==> config.mk <==
export PLATFORM = sky130hd
export DESIGN_NAME = pattern_match_timer
export DESIGN_NICKNAME = d
export VERILOG_FILES = /design/src/rtl/pattern_match_timer.sv
export SDC_FILE = /design/constraint.sdc
export NUM_CORES = 1
export LEC_CHECK = 0
export CAP_MARGIN = 20
export CORE_AREA = 8 8 109 111
export DETAILED_ROUTE_END_ITERATION = 6
export DIE_AREA = 0 0 117 119
export GPL_TIMING_DRIVEN = 0
export HOLD_SLACK_MARGIN = 0.08
export PLACE_DENSITY = 0.9
export SLEW_MARGIN = 20
export SYNTH_ARGS = -nofsm -noshare
export SYNTH_HDL_FRONTEND = slang
export SYNTH_SLANG_ARGS = --single-unit
export TNS_END_PERCENT = 50
==> constraint.sdc <==
create_clock -name clk50M -period 4.9 [get_ports clk50M]
set_clock_uncertainty 0.05 [all_clocks]
set_input_delay 0.98 -clock clk50M [delete_from_list [all_inputs] [get_ports clk50M]]
set_output_delay 0.98 -clock clk50M [all_outputs]
set_load 0.05 [all_outputs]
==> src/rtl/pattern_match_timer.sv <==
// Reaction-timer pattern matcher. The switch bank is compared against a target latched at trial start.
// A match must be held for STABLE_CYCLES samples. The result is either a reaction time or a timeout.
`timescale 1ns/1ps

module pattern_match_timer #(
    parameter int WIDTH         = 8,
    parameter int STABLE_CYCLES = 16,
    parameter int CNT_W         = 32,
    parameter int TIMEOUT       = 50000000
) (
    input  logic             clk50M,
    input  logic             rst_n,
    input  logic [WIDTH-1:0] sw,
    input  logic [WIDTH-1:0] target,
    input  logic             start,
    input  logic             mode,
    input  logic             clear,
    output logic             Match,
    output logic             match_pulse,
    output logic             timeout,
    output logic             busy,
    output logic [CNT_W-1:0] react_cycles
);

    localparam int               STB_W       = $clog2(STABLE_CYCLES + 1);
    localparam logic [STB_W-1:0] STABLE_LAST = STB_W'(STABLE_CYCLES - 1);
    localparam logic [CNT_W-1:0] LAST_CYCLE  = CNT_W'(TIMEOUT - 1);

    typedef enum logic [2:0] {
        S_IDLE,
        S_ARMED,
        S_HOLD,
        S_DONE,
        S_TIMEOUT
    } state_e;

    state_e             state_q, state_d;
    logic [WIDTH-1:0]   sync1_q, sync2_q;
    logic [WIDTH-1:0]   target_q, target_d;
    logic               mode_q, mode_d;
    logic [CNT_W-1:0]   elapsed_q, elapsed_d;
    logic [CNT_W-1:0]   cand_q, cand_d;
    logic [STB_W-1:0]   stable_q, stable_d;
    logic [CNT_W-1:0]   react_q, react_d;
    logic               pulse_q, pulse_d;

    logic eq;
    logic start_ok;
    logic qualify;
    logic timeout_hit;

    // Two-flop synchroniser for the asynchronous switch bank.
    // NOTE: sequential state uses non-blocking (<=) so every flop samples pre-edge values.
    always_ff @(posedge clk50M or negedge rst_n) begin
        if (!rst_n) begin
            sync1_q <= '0;
            sync2_q <= '0;
        end else begin
            sync1_q <= sw;
            sync2_q <= sync1_q;
        end
    end

    // A zero target would trivially match in masked mode, so it never matches.
    always_comb begin
        if (target_q == '0) begin
            eq = 1'b0;
        end else if (mode_q) begin
            eq = ((sync2_q & target_q) == target_q);
        end else begin
            eq = (sync2_q == target_q);
        end
    end

    assign start_ok    = start && (target != '0) &&
                         (state_q == S_IDLE || state_q == S_DONE || state_q == S_TIMEOUT);
    assign timeout_hit = (elapsed_q == LAST_CYCLE);
    assign qualify     = eq && (((state_q == S_ARMED) && (STABLE_CYCLES == 1)) ||
                                ((state_q == S_HOLD) && (stable_q == STABLE_LAST)));

    always_ff @(posedge clk50M or negedge rst_n) begin
        if (!rst_n) begin
            state_q   <= S_IDLE;
            target_q  <= '0;
            mode_q    <= 1'b0;
            elapsed_q <= '0;
            cand_q    <= '0;
            stable_q  <= '0;
            react_q   <= '0;
            pulse_q   <= 1'b0;
        end else begin
            state_q   <= state_d;
            target_q  <= target_d;
            mode_q    <= mode_d;
            elapsed_q <= elapsed_d;
            cand_q    <= cand_d;
            stable_q  <= stable_d;
            react_q   <= react_d;
            pulse_q   <= pulse_d;
        end
    end

    always_comb begin
        // NOTE: every variable gets a default first so no path can infer a latch.
        state_d   = state_q;
        target_d  = target_q;
        mode_d    = mode_q;
        elapsed_d = elapsed_q;
        cand_d    = cand_q;
        stable_d  = stable_q;
        react_d   = react_q;
        pulse_d   = 1'b0;

        if (clear) begin
            state_d   = S_IDLE;
            elapsed_d = '0;
            stable_d  = '0;
            react_d   = '0;
        end else if (start_ok) begin
            state_d   = S_ARMED;
            target_d  = target;
            mode_d    = mode;
            elapsed_d = '0;
            stable_d  = '0;
            react_d   = '0;
        end else begin
            case (state_q)
                S_ARMED, S_HOLD: begin
                    elapsed_d = elapsed_q + CNT_W'(1);
                    if (qualify) begin
                        // Qualification beats a coincident timeout.
                        state_d = S_DONE;
                        pulse_d = 1'b1;
                        react_d = (state_q == S_ARMED) ? elapsed_q : cand_q;
                    end else if (timeout_hit) begin
                        state_d = S_TIMEOUT;
                    end else if (state_q == S_ARMED) begin
                        if (eq) begin
                            state_d  = S_HOLD;
                            cand_d   = elapsed_q;
                            stable_d = STB_W'(1);
                        end
                    end else if (eq) begin
                        stable_d = stable_q + STB_W'(1);
                    end else begin
                        state_d  = S_ARMED;
                        stable_d = '0;
                    end
                end
                default: begin
                    state_d = state_q;
                end
            endcase
        end
    end

    assign Match        = (state_q == S_DONE);
    assign timeout      = (state_q == S_TIMEOUT);
    assign busy         = (state_q == S_ARMED) || (state_q == S_HOLD);
    assign match_pulse  = pulse_q;
    assign react_cycles = react_q;

endmodule
[Word-level counts from Yosys, hierarchy flattened]
Cells that the tools add are included.
Cells by class
  bitwise logic cells: 5
  order comparisons: 0
  reduce and logical (&&, ||, !) cells: 18
  muxes and demuxes: 30
  div/mod/pow operators: 0
  shift operators: 0
  $add $sub $neg: 2
  $mul: 0
  equal/unequal tests: 13
Operators with widths (number)
  $mux W32: 8
  $mux W5: 8
  $add A32 B1 Y32 const B: 1
  $eq A32 B26 Y1 const B: 1
  $mux W3: 8
  $eq A8 B8 Y1: 2
  $and A8 B8 Y8: 1
  $logic_not A8 Y1: 1
  $reduce_bool A8 Y1: 1
  $reduce_and A7 Y1: 1
  $eq A3 B2 Y1 const B: 2
  $mux W1: 6
  $ne A3 B3 Y1 const B: 2
  $ne A6 B2 Y1 const B: 1
  $ne A6 B6 Y1 const B: 1
  $reduce_bool A3 Y1: 2
  $add A5 B1 Y5 const B: 1
  $eq A5 B4 Y1 const B: 1
  $logic_and A1 B1 Y1: 4
  $ne A4 B4 Y1 const B: 1
  $not A1 Y1: 4
  $reduce_and A2 Y1: 2
  $reduce_and A4 Y1: 1
  $eq A3 B1 Y1 const B: 1
  other kinds (5): 7
Storage, ports and cells
  bits in registers: 130
  memory bits (writable): 0
  memories: 0
  bits in read-only memories: 0
  latch bits: 0
  input port bits: 21

[Depth between registers and ports, before layout]
Gate-level depths: netlist of the first run.
  depth after elaboration: 11
  gate-level depth with buffers: 9

[Worst setup path before layout of the first run]
OpenSTA, ideal clock, no wires.
  path type: input to register
  start point: in target[5]
  end point: reg cand_q[10]
  cell stages on the path: 7
  arrival time: 2.805 ns
  path slack: 1.920 ns
  setup time: 0.125 ns
  data required time: 4.725 ns
  cells stage by stage: or4_1 o22ai_2 o21bai_2 a31oi_4 nand4_4 buf_12 mux2_4
On the way
  word-level cells in the longest chain between the ends: 5
RTL lines
  start: declaration: line 14  | input logic [WIDTH-1:0] target,
  $reduce_bool A8 Y1: line 75  | assign start_ok = start && (target != '0) &&
  $logic_and A1 B1 Y1 (2 in a row): line 75
  $not A1 Y1 (no line)
  $reduce_and A7 Y1 (no line)
  end signal: assignment: line 96  | cand_q <= cand_d;
  end: declaration: line 42  | logic [CNT_W-1:0] cand_q, cand_d;
No other way between the ends.
A chain may end at the register's enable or synchronous reset.

[Final worst setup path of the first run]
  start point: reg state_q[0]
  end point: out busy
On the way
  word-level cells in the longest chain between the ends: 2
  elaborated cells on any way between the ends: 3
  those cells by class: eq/ne: 2; reduce/logical: 1
RTL lines
  start: declaration: line 37  | state_e state_q, state_d;
  start signal: assignment: line 92  | state_q <= state_d;
  $eq A3 B1 Y1 or $eq A3 B2 Y1 (tied branches): line 159  | assign busy = (state_q == S_ARMED) || (state_q == S_HOLD);
  $logic_or A1 B1 Y1 *: line 159
  end: declaration: line 21  | output logic busy,
Every way passes the cells marked *; elsewhere a longest branch is shown, timed or not.

==> results.json, run 1 <==
{
  "outcome": "completed",
  "io_buffers": 56,
  "dp_slack_ps": 1145,
  "dieArea_um2": 13920,
  "cts_buffers": 17,
  "clk_path_buf_depth": 2,
  "first_global_vias": 4972,
  "postLayoutCellArea_um2": 7525,
  "grt_max_degree": 82,
  "start_util_pct": 61.06,
  "required_ps": 3870,
  "maxSlewHeadroom_pct": 44.85,
  "hold_class": "register to register",
  "drv_cap": 0,
  "startpoint_type": "register",
  "power-per-cell-area_nw_per_um2": 410.0,
  "drive_above_1_share_pct": 16.61,
  "slew_violations": 0,
  "clkSinkCount": 130,
  "cts_resized": 0,
  "synth_edf_count": 0,
  "hpwl_um": 9601,
  "root_buffer": "clkbuf_8",
  "synthDistinctLibCells": 67,
  "fp.dieH_um": 119,
  "worstPathMaxFanout": 10,
  "syn_inst": 543,
  "fin_ws_ps": 609.5,
  "fin_hold_ws_ps": 296.2,
  "ys.flop_type": "dfrtp_1",
  "num_rows": 37,
  "cp.arrival_ps": 3260,
  "syn_area_um2": 6162,
  "first_iter_violations": 402,
  "grt_first_pass_wirelength_um": 24760,
  "cts_hold_buffers": 0,
  "antenna_found_initial": 0,
  "crit_type": "register to output port",
  "tritoncts": "done",
  "syn-mean-instance-area_um2": 11.35,
  "gp_congestion": 0.8778,
  "post_cts_buffers": 0,
  "clock_latency_ps": 530,
  "drt-total-wl_um": 14760,
  "vdd_ir_drop_max_v": 0.0003323,
  "nNetsFinal": 643,
  "finalCritPeriodShare_pct": 87.56,
  "viasPerCell": 6.044,
  "vias": 4642,
  "end_kind": "output port",
  "area.growth.synth_to_final_pct": 22.11,
  "syn_nets": 567,
  "synth_warnings": 0,
  "final.min_clock_period_ps": 4290,
  "track_usage_pct": 22.75,
  "drtAntennaViolNets": 0,
  "rsz0062_at_grt": "false",
  "synth-seq-area-share_pct": 52.79,
  "htree_levels": 4,
  "core-area_um2": 10090,
  "antenna_cells": 0,
  "synth_seq_cells": 130,
  "io_pins": 57,
  "hold_viol_final": 0,
  "die-width_um": 117,
  "drc": 0,
  "leakagePower_nw": 3.402,
  "overflow": 0,
  "max_freq_ghz": 0.2331,
  "setup_viol": 0,
  "clk_pin_slew_worst_paths_ps": 60,
  "wl_per_cell_um": 19.22,
  "placedInstanceArea_um2": 6922,
  "async_flop_share_pct": 100.0,
  "first_pass_iters": 5,
  "worst_slew_pin_slew_ps": 825.1
}
per-stage QoR:
stage                     TNS [ps]  power [mW]  cells  utilization (%)
after floorplan                  0       1.621    543                -
after global placement     -259950       1.768    735            68.30
after detailed placement         0       1.805    736            68.58
after CTS                        0       3.089    768            74.56
after global routing             0       3.196    768            74.56
final                            0       3.085    768            74.56
final cells by class:
class                      instances  area [µm²]
timing repair buffer              57       589.3
fill                             681        2567
clock inverter                    12       157.7
tap                              136       170.2
buffer                            31       181.4
inverter                          22       82.58
multi-input combinational        360        2645
sequential                       130        3253
clock buffer                      20       445.4
synthesized netlist by cell type (all sizes together) (5+ instances only):
cell	instances	area, µm²
clkbuf	15	56.30
o21a	5	37.54
nand4	10	77.57
inv	22	82.58
xnor2	10	87.58
a211oi	5	50.05
o21ai	36	180.2
nor2	36	135.1
nor4	9	62.56
a21oi	20	103.9
dfrtp	130	3253
mux2i	28	280.3
nor2b	6	37.54
a2111oi	6	55.05
a31oi	5	46.29
and3	14	87.58
nand3	10	50.05
buf	16	125.1
nand2	49	183.9
xor2	10	87.58
o22ai	6	43.79
mux2	42	585.6
layout by cell type (no fill, tap or decap), types with 6 or more instances in the layout:
| cell type | n |
|---|---|
| a21oi_1 | 19 |
| nor2_1 | 36 |
| inv_1 | 21 |
| nand4_1 | 9 |
| nand3_1 | 10 |
| mux2i_1 | 28 |
| nand2_1 | 49 |
| clkbuf_1 | 16 |
| nor4_1 | 8 |
| mux2_4 | 30 |
| xnor2_1 | 10 |
| buf_2 | 10 |
| and3_1 | 14 |
| xor2_1 | 10 |
| clkdlybuf4s50_1 | 55 |
| mux2_2 | 12 |
| clkbuf_16 | 16 |
| nor2b_1 | 6 |
| dfrtp_1 | 130 |
| o21ai_0 | 35 |
layer usage:
metal,share of wire [%],global-route usage (%),vias to the layer above
met1,41,27.29,2324
met4,2.0,9.688,0
met2,51,37.37,196
met3,6.2,6.417,27
li1,-,-,2095
met5,0,0,-
state kept, by name, summed over array words and instances (netlist names), 3 cells and up:
| name | count |
|---|---|
| cand_q | 32 |
| elapsed_q | 32 |
| react_cycles | 32 |
| sync1_q | 8 |
| sync2_q | 8 |
| target_q | 8 |
| stable_q | 5 |
| state_q | 3 |
report_power, final:
part / internal [mW] / leakage [nW] / total [mW] / switching (mW)
clock: 0.803 / 0.287 / 1.28 / 0.474
sequential: 1.14 / 1.76 / 1.20 / 0.0604
combinational: 0.223 / 1.36 / 0.611 / 0.388
path summary, 6_finish.rpt:
kind                                         startpoint                           end  slack (ps)  cells after the start
worst min register to register     sync1_q[3]$_DFF_PN0_          sync2_q[3]$_DFF_PN0_         300                      0
min in group asynchronous                         rst_n  react_cycles[25]$_DFFE_PN0P_         430                      1
worst max register to register  stable_q[0]$_DFFE_PN0P_       stable_q[1]$_DFFE_PN0P_        1800                      8
max in group asynchronous                         rst_n      elapsed_q[9]$_DFFE_PN0P_        3680                      2
worst min-delay path               sync1_q[3]$_DFF_PN0_          sync2_q[3]$_DFF_PN0_         300                      0
worst max-delay path             state_q[0]$_DFFE_PN0P_                          busy         610                      7
cell families (layout without fill, tap and decap cells):
logic type,count (synthesis),count (layout),synth area share [%]
simple gates,163,163,13.85
xor+xnor,20,20,2.843
buf+inv,53,142,4.284
compound gates,104,104,11.57
flops,130,130,52.79
fa+ha+maj,3,3,0.6092
mux,70,70,14.05
worst max-delay path, cell delays in order, from the launching register on:
cell and delay (ps):
dfrtp_1 360, buf_2 160, xor2_1 200, nand2b_1 140, clkbuf_1 300, inv_1 190
clkbuf_1 470, clkdlybuf4s50_1 910
Power figures use the tool's default switching activity.
==> run 2: changes to the inputs <==
- CTS_CLUSTER_SIZE: unset -> 30
==> results of run 2 <==
No change in the layout: final DEF, timing and power equal those of run 1.
==> run 3: changes to the inputs <==
- SLEW_MARGIN: 20 -> 10
==> run 3 against run 2 <==
Final area up 0.58%. Hold slack better by 0.94 ps. Clock-buffer cell count unchanged. Sequential power about the same. Fmax down 1.7%. Combinational power up 2%. Critical path type unchanged. Critical endpoint unchanged.
==> results.json, run 3 (synthesis results as in run 1) <==
{
  "drt-total-wl_um": 15650,
  "hold_class": "input port to asynchronous set/reset pin",
  "power-per-cell-area_nw_per_um2": 423.7,
  "clock_latency_ps": 530,
  "crit_type": "register to output port",
  "cts_resized": 0,
  "grt_first_pass_wirelength_um": 26120,
  "fin_hold_ws_ps": 297.1,
  "vdd_ir_drop_max_v": 0.0002887,
  "use_met2_pct": 39.35,
  "drive_above_1_share_pct": 16.61,
  "core-area_um2": 10090,
  "root_buffer": "clkbuf_8",
  "antenna_found_initial": 0,
  "setup_viol": 0,
  "io_pins": 57,
  "worst_slew_pin_slew_ps": 943.7,
  "die-width_um": 117,
  "grt_util_met3_pct": 6.973,
  "drtAntennaViolNets": 0,
  "vias": 4799,
  "first_pass_iters": 7,
  "htree_levels": 4,
  "track_usage_pct": 23.88,
  "tritoncts": "done",
  "rsz0062_at_grt": "false",
  "required_ps": 3870,
  "nNetsFinal": 643,
  "fillers": 670,
  "wl_per_cell_um": 20.38,
  "cts_hold_buffers": 0,
  "worstPathMaxFanout": 10,
  "end_kind": "output port",
  "finalCritPeriodShare_pct": 89.04,
  "num_rows": 37,
  "dieArea_um2": 13920,
  "startpoint_type": "register",
  "hpwl_um": 9578,
  "drc": 0,
  "first_iter_violations": 620,
  "cts_buffers": 17,
  "grt_busiest_layer": "met2",
  "clk_pin_slew_worst_paths_ps": 60,
  "first_global_vias": 5170,
  "io_buffers": 56,
  "gp_congestion": 0.8778,
  "drv_cap": 0,
  "area.growth.synth_to_final_pct": 22.82,
  "final.min_clock_period_ps": 4363,
  "clk_path_buf_depth": 2,
  "finalSetupTns_ps": 0,
  "mostFrequentLayoutCells": "dfrtp_1 (130), clkdlybuf4s50_1 (55), nand2_1 (49), nor2_1 (36), o21ai_0 (35)",
  "start_util_pct": 61.06,
  "maxSlewHeadroom_pct": 36.93,
  "slew_violations": 0,
  "hold_viol_final": 0,
  "viasPerCell": 6.249,
  "cp.arrival_ps": 3330,
  "clkSinkCount": 130,
  "leakagePower_nw": 3.427,
  "outcome": "completed",
  "met1_usage_pct": 28.30,
  "grt_max_degree": 94,
  "antenna_cells": 0,
  "layout.cells.most_common": "dfrtp_1",
  "overflow": 0,
  "fp.dieH_um": 119,
  "max_freq_ghz": 0.2292,
  "post_cts_buffers": 0
}
run 3: cell types whose count changed in the layout (fill, tap and decap cells not counted):
cell	before	now
bufinv_16	3	5
clkinv_4	4	0
clkinvlp_4	3	2
inv_6	0	3
run 3: final cells by class:
class                           count  area (µm²)  share of cell area [%]
Tap cell                          136       170.2                   2.248
Timing Repair Buffer               57       589.3                   7.786
Clock inverter                     12       201.4                   2.662
Multi-Input combinational cell    360        2645                   34.95
Buffer                             31       181.4                   2.397
Clock buffer                       20       445.4                   5.885
Inverter                           22       82.58                   1.091
Sequential cell                   130        3253                   42.98
run 3: worst paths after layout:
path / cells past startpoint / end / slack (ps) / from
hold reg to reg: 0 / sync2_q[3]$_DFF_PN0_ / 300 / sync1_q[3]$_DFF_PN0_
setup reg to reg: 7 / react_cycles[20]$_DFFE_PN0P_ / 1790 / stable_q[0]$_DFFE_PN0P_
hold / removal: 1 / react_cycles[23]$_DFFE_PN0P_ / 300 / rst_n
min in group clk50M: 0 / sync2_q[3]$_DFF_PN0_ / 300 / sync1_q[3]$_DFF_PN0_
max in group asynchronous: 2 / react_cycles[2]$_DFFE_PN0P_ / 3710 / rst_n
setup / recovery: 7 / busy / 540 / state_q[0]$_DFFE_PN0P_
run 3: report_power, final:
group / switching [mW] / internal (mW) / total (mW)
logic: 0.398 / 0.223 / 0.621
registers: 0.0621 / 1.14 / 1.20
clock network: 0.478 / 0.908 / 1.39
run 3: metrics by stage:
step | total power, mW | util [%] | worst slack (ps) | cell area, µm² | instances
after floorplan | 1.621 | - | 1920 | 6162 | 543
after detailed placement | 1.804 | 68.58 | 1145 | 6922 | 736
final | 3.207 | 74.99 | 537.2 | 7569 | 768
after CTS | 3.198 | 74.99 | 578.9 | 7569 | 768
after global routing | 3.316 | 74.99 | 313.9 | 7569 | 768
after global placement | 1.768 | 68.30 | -2007 | 6893 | 735
run 3: per-layer routing:
layer | vias to the layer above | share of wire, %
met5 | - | 0
met4 | 0 | 2.8
met3 | 55 | 7.5
met2 | 251 | 51
met1 | 2399 | 38
li1 | 2094 | -
run 3: critical path: stages, from the launching register on:
cell and delay [ps]:
dfrtp_1 340, buf_2 190, xor2_1 240, nand2b_1 140
clkbuf_1 310, inv_1 190, clkbuf_1 470, clkdlybuf4s50_1 910
